`config.mk`:
```
export PLATFORM = sky130hd
export DESIGN_NAME = spi_regfile_slave
export DESIGN_NICKNAME = d
export VERILOG_FILES = /design/src/rtl/spi_regfile_slave.sv
export SDC_FILE = /design/constraint.sdc
export NUM_CORES = 1
export LEC_CHECK = 0
export ABC_CLOCK_PERIOD_IN_PS = 4400
export BUFFER_PORTS_ARGS = -buffer_cell sky130_fd_sc_hd__buf_4
export CAP_MARGIN = 20
export CORE_ASPECT_RATIO = 1.25
export CORE_MARGIN = 1.5
export CORE_UTILIZATION = 50
export DETAILED_ROUTE_END_ITERATION = 16
export MAX_ROUTING_LAYER = met4
export PLACE_DENSITY = 0.72
export SLEW_MARGIN = 10
export SYNTH_ARGS = -nofsm -noshare
export SYNTH_HDL_FRONTEND = slang
export SYNTH_SLANG_ARGS = --single-unit
```
`constraint.sdc`:
```
create_clock -name input_clk -period 4.4 [get_ports input_clk]
set_input_delay 0.88 -clock input_clk [delete_from_list [all_inputs] [get_ports input_clk]]
set_output_delay 0.88 -clock input_clk [all_outputs]
set_load 0.05 [all_outputs]
```
`src/rtl/spi_regfile_slave.sv`:
```
// SPI mode-0 slave giving an external master burst access to a byte-wide register file.
// All SPI pins are oversampled in input_clk; nothing is clocked by the SPI clock.
`timescale 1ns/1ps

module spi_regfile_slave #(
  parameter int          ADDR_W   = 4,
  parameter int          NUM_RW   = 8,
  parameter int          NUM_RO   = 4,
  parameter logic [7:0]  RW_RESET = 8'h00,
  parameter logic [7:0]  ID_BYTE  = 8'hA5
) (
  input  logic                  input_clk,
  input  logic                  input_rst_n,
  input  logic                  spi_clk,
  input  logic                  spi_mosi,
  input  logic                  spi_ss,
  output logic                  spi_miso,
  output logic                  spi_miso_oe,
  output logic [NUM_RW*8-1:0]   reg_out,
  input  logic [NUM_RO*8-1:0]   status_in,
  output logic                  wr_strobe,
  output logic [ADDR_W-1:0]     wr_addr,
  output logic                  rd_strobe,
  output logic [ADDR_W-1:0]     rd_addr
);

  typedef enum logic [1:0] {IDLE, CMD, WDATA, RDATA} state_e;

  logic sckMeta_q, sckSync_q, sckHist_q, sckRise_q, sckFall_q;
  logic mosiMeta_q, mosiSync_q, mosi_q;
  logic ssMeta_q, ssSync_q, ssHist_q, ssFall_q;

  state_e              state_q, state_d;
  logic [2:0]          cnt_q, cnt_d;
  logic [6:0]          shiftIn_q, shiftIn_d;
  logic [7:0]          shiftOut_q, shiftOut_d;
  logic                miso_q, miso_d;
  logic                oe_q, oe_d;
  logic [ADDR_W-1:0]   addr_q, addr_d;
  logic [7:0]          regs_q [NUM_RW];
  logic [7:0]          regs_d [NUM_RW];
  logic                wrStrobe_q, wrStrobe_d;
  logic                rdStrobe_q, rdStrobe_d;
  logic [ADDR_W-1:0]   wrAddr_q, wrAddr_d;
  logic [ADDR_W-1:0]   rdAddr_q, rdAddr_d;

  logic [7:0]          byteIn;
  logic [ADDR_W-1:0]   cmdAddr;

  function automatic logic [7:0] readData(input logic [ADDR_W-1:0] a);
    logic [7:0] r;
    r = 8'h00;
    for (int i = 0; i < NUM_RW; i++)
      if (a == ADDR_W'(i)) r = regs_q[i];
    for (int j = 0; j < NUM_RO; j++)
      if (a == ADDR_W'(NUM_RW + j)) r = status_in[8*j +: 8];
    return r;
  endfunction

  // The ss chain resets to "selected" so that a slave select already held low
  // across reset release never looks like a fresh falling edge.
  always_ff @(posedge input_clk or negedge input_rst_n) begin
    if (!input_rst_n) begin
      sckMeta_q  <= 1'b0;
      sckSync_q  <= 1'b0;
      sckHist_q  <= 1'b0;
      sckRise_q  <= 1'b0;
      sckFall_q  <= 1'b0;
      mosiMeta_q <= 1'b0;
      mosiSync_q <= 1'b0;
      mosi_q     <= 1'b0;
      ssMeta_q   <= 1'b0;
      ssSync_q   <= 1'b0;
      ssHist_q   <= 1'b0;
      ssFall_q   <= 1'b0;
    end else begin
      sckMeta_q  <= spi_clk;
      sckSync_q  <= sckMeta_q;
      sckHist_q  <= sckSync_q;
      sckRise_q  <= sckSync_q & ~sckHist_q;
      sckFall_q  <= ~sckSync_q & sckHist_q;
      mosiMeta_q <= spi_mosi;
      mosiSync_q <= mosiMeta_q;
      mosi_q     <= mosiSync_q;
      ssMeta_q   <= spi_ss;
      ssSync_q   <= ssMeta_q;
      ssHist_q   <= ssSync_q;
      ssFall_q   <= ~ssSync_q & ssHist_q;
    end
  end

  always_ff @(posedge input_clk or negedge input_rst_n) begin
    if (!input_rst_n) begin
      state_q    <= IDLE;
      cnt_q      <= 3'd0;
      shiftIn_q  <= 7'd0;
      shiftOut_q <= 8'h00;
      miso_q     <= 1'b0;
      oe_q       <= 1'b0;
      addr_q     <= '0;
      wrStrobe_q <= 1'b0;
      rdStrobe_q <= 1'b0;
      wrAddr_q   <= '0;
      rdAddr_q   <= '0;
      for (int i = 0; i < NUM_RW; i++) regs_q[i] <= RW_RESET;
    end else begin
      state_q    <= state_d;
      cnt_q      <= cnt_d;
      shiftIn_q  <= shiftIn_d;
      shiftOut_q <= shiftOut_d;
      miso_q     <= miso_d;
      oe_q       <= oe_d;
      addr_q     <= addr_d;
      wrStrobe_q <= wrStrobe_d;
      rdStrobe_q <= rdStrobe_d;
      wrAddr_q   <= wrAddr_d;
      rdAddr_q   <= rdAddr_d;
      regs_q     <= regs_d;
    end
  end

  // shiftOut_q holds the bits not yet presented on MISO, so a reload made at
  // byte completion is presented (bit 7 first) at the very next SCK fall.
  always_comb begin
    state_d    = state_q;
    cnt_d      = cnt_q;
    shiftIn_d  = shiftIn_q;
    shiftOut_d = shiftOut_q;
    miso_d     = miso_q;
    oe_d       = oe_q;
    addr_d     = addr_q;
    regs_d     = regs_q;
    wrStrobe_d = 1'b0;
    rdStrobe_d = 1'b0;
    wrAddr_d   = wrAddr_q;
    rdAddr_d   = rdAddr_q;
    byteIn     = {shiftIn_q, mosi_q};
    cmdAddr    = byteIn[ADDR_W-1:0];

    if (ssHist_q) begin
      state_d = IDLE;
      cnt_d   = 3'd0;
      oe_d    = 1'b0;
    end else if (ssFall_q) begin
      state_d    = CMD;
      cnt_d      = 3'd0;
      shiftOut_d = {ID_BYTE[6:0], 1'b0};
      miso_d     = ID_BYTE[7];
      oe_d       = 1'b1;
    end else if (state_q != IDLE) begin
      if (sckRise_q) begin
        shiftIn_d = byteIn[6:0];
        cnt_d     = cnt_q + 3'd1;
        if (cnt_q == 3'd7) begin
          case (state_q)
            CMD: begin
              if (byteIn[7]) begin
                addr_d  = cmdAddr;
                state_d = WDATA;
              end else begin
                shiftOut_d = readData(cmdAddr);
                rdStrobe_d = 1'b1;
                rdAddr_d   = cmdAddr;
                addr_d     = cmdAddr + ADDR_W'(1);
                state_d    = RDATA;
              end
            end
            WDATA: begin
              if (int'(addr_q) < NUM_RW) begin
                for (int i = 0; i < NUM_RW; i++)
                  if (addr_q == ADDR_W'(i)) regs_d[i] = byteIn;
                wrStrobe_d = 1'b1;
                wrAddr_d   = addr_q;
              end
              addr_d = addr_q + ADDR_W'(1);
            end
            RDATA: begin
              shiftOut_d = readData(addr_q);
              rdStrobe_d = 1'b1;
              rdAddr_d   = addr_q;
              addr_d     = addr_q + ADDR_W'(1);
            end
            default: ;
          endcase
        end
      end else if (sckFall_q) begin
        miso_d     = shiftOut_q[7];
        shiftOut_d = {shiftOut_q[6:0], 1'b0};
      end
    end
  end

  for (genvar g = 0; g < NUM_RW; g++) begin : g_regOut
    assign reg_out[8*g +: 8] = regs_q[g];
  end

  assign spi_miso    = miso_q;
  assign spi_miso_oe = oe_q;
  assign wr_strobe   = wrStrobe_q;
  assign wr_addr     = wrAddr_q;
  assign rd_strobe   = rdStrobe_q;
  assign rd_addr     = rdAddr_q;

endmodule

```
=== Yosys cells after proc, flatten, opt, wreduce, memory -nomap -nowiden ===
Index checks and enable logic that the tools add are counted.

* $add $sub $neg: 3
* $lt $le $gt $ge: 1
* Equal/unequal tests: 31
* Mux-type cells: 66
* Bitwise logic cells: 8
* Reduce and logical (&&, ||, !) cells: 30

{| class="wikitable"
|+ Operator list
! kind !! number
|-
| two-way mux 8 bit || 30
|-
| AND reduction 8 bit || 8
|-
| equality test 4 x 3 -> 1 bit, second input constant || 8
|-
| equality test 4 bit, second input constant || 8
|-
| two-way mux 1 bit || 20
|-
| equality test 4 x 2 -> 1 bit, second input constant || 4
|-
| case mux 4 bit (2 select lines) || 2
|-
| case mux 8 bit (2 select lines) || 1
|-
| nonzero test 3 bit || 5
|-
| AND reduction 7 bit || 2
|-
| two-way mux 2 bit || 6
|-
| two-way mux 3 bit || 4
|-
| AND reduction 4 bit || 3
|-
| AND reduction 6 bit || 2
|-
| nonzero test 2 bit || 6
|-
| adder 4 x 1 -> 4 bit, second input constant || 2
|-
| equality test 4 x 1 -> 1 bit, second input constant || 2
|-
| logical NOT 4 bit || 2
|-
| two-way mux 4 bit || 2
|-
| NOT 1 bit || 5
|-
| equality test 2 bit, second input constant || 2
|-
| < comparator 4 bit, second input constant || 1
|-
| != test 4 x 1 -> 1 bit, second input constant || 1
|-
| != test 4 bit, second input constant || 1
|-
| 10 further kinds || 12
|}

* Flip-flop bits (word level): 112
* Input port bits: 37
* Output and inout bits: 76
* Word-level logic and storage cells: 170

=== Logic depth before layout (Yosys ltp) ===
* Word-level depth: 19
* Gate-level depth with buffers: 11
* Depth with buffers taken out: 8

=== Least setup slack after synthesis ===
OpenSTA, ideal clock, no wires.

* Kind: input-to-reg
* From: in shiftIn_q[0]
* To: reg shiftOut_q[5]
* Setup time: 0.076 ns
* Arrival: 2.360 ns
* Required time: 4.324 ns
* Path slack: 1.963 ns
* Stages: 11
* Path buffers: 2
* Cell sequence: dfrtp_1 clkbuf_1 inv_1 ha_1 nor2b_1 clkbuf_1 a221oi_1 o32ai_2 a2111oi_1 or4_1 o21ai_1

* Longest elaborated chain between the ends: 19
* Elaborated cells on any way between the ends: 30
* Those cells by class: eq/ne: 11; mux: 18; reduce/logical: 1

{| class="wikitable"
|+ Ends and longest elaborated chain
! what !! RTL line !! RTL
|-
| start: declaration || 35 || <nowiki>logic [6:0] shiftIn_q, shiftIn_d;</nowiki>
|-
| logical NOT 4 bit || 54 || <nowiki>if (a == ADDR_W'(i)) r = regs_q[i];</nowiki>
|-
| two-way mux 8 bit (8 in a row) || 54 ||
|-
| two-way mux 8 bit (3 in a row) || 56 || <nowiki>if (a == ADDR_W'(NUM_RW + j)) r = status_in[8*j +: 8];</nowiki>
|-
| two-way mux 8 bit * || 56 ||
|-
| two-way mux 8 bit * || 157 || <nowiki>if (byteIn[7]) begin</nowiki>
|-
| case mux 8 bit (2 select lines) * || 155 || <nowiki>case (state_q)</nowiki>
|-
| two-way mux 8 bit * || 154 || <nowiki>if (cnt_q == 3'd7) begin</nowiki>
|-
| two-way mux 8 bit * || 151 || <nowiki>if (sckRise_q) begin</nowiki>
|-
| two-way mux 8 bit * || 150 || <nowiki>end else if (state_q != IDLE) begin</nowiki>
|-
| two-way mux 8 bit * || 144 || <nowiki>end else if (ssFall_q) begin</nowiki>
|-
| end signal: assignment || 110 || <nowiki>shiftOut_q <= shiftOut_d;</nowiki>
|-
| end: declaration || 36 || <nowiki>logic [7:0] shiftOut_q, shiftOut_d;</nowiki>
|}

Every way passes the cells marked *; elsewhere a longest branch is shown, timed or not. The select of a mux whose other input is x is not followed.
A chain may end at the register's enable or synchronous reset.

=== Worst setup path in the final report ===
* From: in shiftIn_q[0]
* To: reg shiftOut_q[7]

Same word-level chain as after synthesis.

==> impl_metrics.py <==
metrics = {
    "run_status": {
        "status": "complete, no violations",
    },
    "timing": {
        "setup_viol": 0,
        "fin_setup_tns_ps": 0,
        "min_period_ps": 3300,
        "rsz0062_at_grt": "no",
        "finClkSkew_ps": 7.86,
        "finalHoldViolCount": 0,
        "slew_headroom": 0.409,
        "drv_slew": 0,
        "period_share": 0.750,
        "clock.fmax_mhz": 303,
        "worstMarginPinSlew_ps": 886,
    },
    "worst_setup_path": {
        "arrival_ps": 3570,
        "cp-start-kind": "flip-flop",
        "cp_max_fo": 24,
        "required_ps": 4670,
        "path_buf_inv": 1,
        "critical-path-top-delay-family": "compound AO/OA/AOI/OAI gates",
        "critical-path-slowest-cell": "dfrtp_1",
        "endpoint_kind": "flip-flop",
        "crit_type": "reg2reg",
        "cp_slowest_stage_delay_ps": 620,
        "cp_cell_sequence": "inv_1, ha_1, nor2b_1, a221oi_1, o32ai_1, a2111oi_1, or3_1, o31ai_1",
    },
    "clock_network": {
        "cts_htree_levels": 3,
        "clock-sinks": 112,
        "cts_hold_buf": 0,
        "cts_tree": "done",
        "postCtsSetupBuffers": 0,
        "clk_pin_slew_ps": 80,
        "cts_resized": 0,
        "clock_path_buffers": 2,
        "clk_latency_ps": 370,
        "root_buffer": "clkbuf_16",
        "cts_buffers": 9,
    },
    "logic_synthesis": {
        "netlist_area_um2": 6460,
        "ys_warn_count": 0,
        "synth-seq-cells": 112,
        "syn-instance-count": 689,
        "ys.flop_type": "dfrtp_1",
        "seq_area_frac_synth": 0.434,
        "syn_nets": 736,
        "avgSynthCellArea_um2": 9.38,
        "yosysUniqueCellTypes": 59,
        "synth-edff-count": 0,
        "async_flop_share": 1.00,
    },
    "detailed_routing": {
        "drtAntennaViolNets": 0,
        "first_pass_iters": 7,
        "via_count": 6249,
        "routed_wl_um": 23300,
        "avgViaCountPerCell": 6.58,
        "first_iter_violations": 505,
        "wl_per_cell_um": 24.5,
        "drc": 0,
    },
    "global_routing": {
        "grt_util_all_layers": 0.351,
        "grt_remaining_overflow": 0,
        "grt_max_degree": 49,
        "grt_pass1_wl_um": 35000,
        "antenna_found_initial": 0,
        "grt_pass1_vias": 6039,
    },
    "power": {
        "vdd_drop_max_uv": 231,
        "p_leak_nw": 3.59,
        "powerDensity_nw_per_um2": 291,
    },
    "floorplanning": {
        "dieArea_um2": 13600,
        "core-area_um2": 12700,
        "rows": 46,
        "fp.dieW_um": 105,
        "initial_core_util": 0.511,
        "dieHeight_um": 130,
        "io_pins": 113,
    },
    "hold_path": {
        "hold_path.class": "reg2reg",
    },
    "job": {
        "timing.max_cap.violations": 0,
    },
    "placed_design": {
        "post-dp-hpwl_um": 16800,
        "place_area_um2": 7430,
        "gp_congestion": 1.02,
        "portBuffers": 112,
    },
    "layout": {
        "diodes": 0,
        "postLayoutCellArea_um2": 7710,
        "syn_to_final_growth_pct": 19.2,
        "final_nets": 824,
        "drive_gt1_frac": 0.273,
    },
}
==> per-stage QoR <==
step           setup slack [ps]  instances   util  power (mW)  hold slack, ps
2_1_floorplan              1960        689      -        1.31             331
3_3_place_gp               1360        934  0.587        1.44             333
3_5_place_dp               1250        934  0.587        1.44             343
4_1_cts                    1130        949  0.609        2.23             360
5_1_grt                     862        949  0.609        2.31             364
6_report                   1100        949  0.609        2.24             355
==> routing by layer <==
layer  share of wire  global-route usage  wire length [µm]
met5               0                   -                 0
met4           0.041               0.180               954
met3           0.078              0.0440              1810
met2            0.48               0.559             11300
met1            0.40               0.443              9230
==> cell usage in the layout (no fill, tap or decap), drive strengths merged, types with 5 or more instances in the layout <==
master	n
buf	128
dfrtp	112
mux2	63
nand2	62
a21oi	60
o21ai	53
nor2	48
inv	23
a221oi	20
nor2b	18
o22ai	18
nand3	14
nor3	13
ha	10
clkbuf	10
mux2i	8
nand2b	8
o31ai	8
a22oi	8
a31oi	8
a32o	6
o211ai	5
and3	5
or3	5
o221ai	5
o21a	5
a2111oi	5
==> where the power goes <==
part / internal [mW] / total (mW) / switching (mW) / leakage [nW]
sequential: 1.06 / 1.09 / 0.0346 / 1.52
clock: 0.403 / 0.807 / 0.404 / 0.137
combinational: 0.125 / 0.339 / 0.215 / 1.93
==> synth_stat cells, drive strengths merged, types with 14 or more instances <==
cell    instances  share of area
o21ai          53          0.041
inv            21          0.012
a21oi          60          0.046
nand3          14          0.011
nor2           48          0.028
clkbuf         33          0.019
o22ai          18          0.017
nor2b          18          0.017
dfrtp         112           0.43
nand2          62          0.036
mux2           63           0.11
buf            18          0.013
a221oi         20          0.027
==> kinds of logic after synthesis <==
group,share of synthesized area
AO/OA/AOI/OAI,0.238
XOR/XNOR,0.00542
adder cells (fa/ha/maj),0.0194
buffers and inverters,0.0451
flip-flops,0.434
multiplexers,0.122
AND/OR/NAND/NOR,0.137
==> worst paths after layout <==
path | from | endpoint | slack (ps) | cells after the start
worst max-delay path | shiftIn_q[0] | shiftOut_q[7] | 1100 | 8
worst min-delay path | sckMeta_q | sckSync_q | 360 | 0
worst max register to register | shiftIn_q[0] | shiftOut_q[7] | 1100 | 8
worst min register to register | sckMeta_q | sckSync_q | 360 | 0
max in group asynchronous | input_rst_n | reg_out[4] | 2950 | 2
min in group asynchronous | input_rst_n | wr_addr[0] | 540 | 1
==> registers in the layout (all words and copies together) (netlist names), 2 cells and up <==
register,count
addr_q,4
cnt_q,3
rd_addr,4
reg_out,64
shiftIn_q,7
shiftOut_q,8
state_q,2
wr_addr,4
==> worst reg2reg max path, delay by kind of cell, from the launching register on <==
kind                       cells  cell delay (ps)
AOI/OAI and AO/OA              4              960
buffers and inverters          1              200
adders and majority gates      1              510
and+or+nand+nor                2              930
DFF                            1              620
==> final cells by class <==
| class | instances | area, µm² |
|---|---|---|
| Timing Repair Buffer | 128 | 961 |
| Multi-Input combinational cell | 504 | 3370 |
| Clock buffer | 10 | 239 |
| Tap cell | 168 | 210 |
| Fill cell | 1121 | 4950 |
| Inverter | 22 | 82.6 |
| Sequential cell | 112 | 2800 |
| Clock inverter | 5 | 41.3 |
No activity file was read; power rests on OpenSTA's default activity.
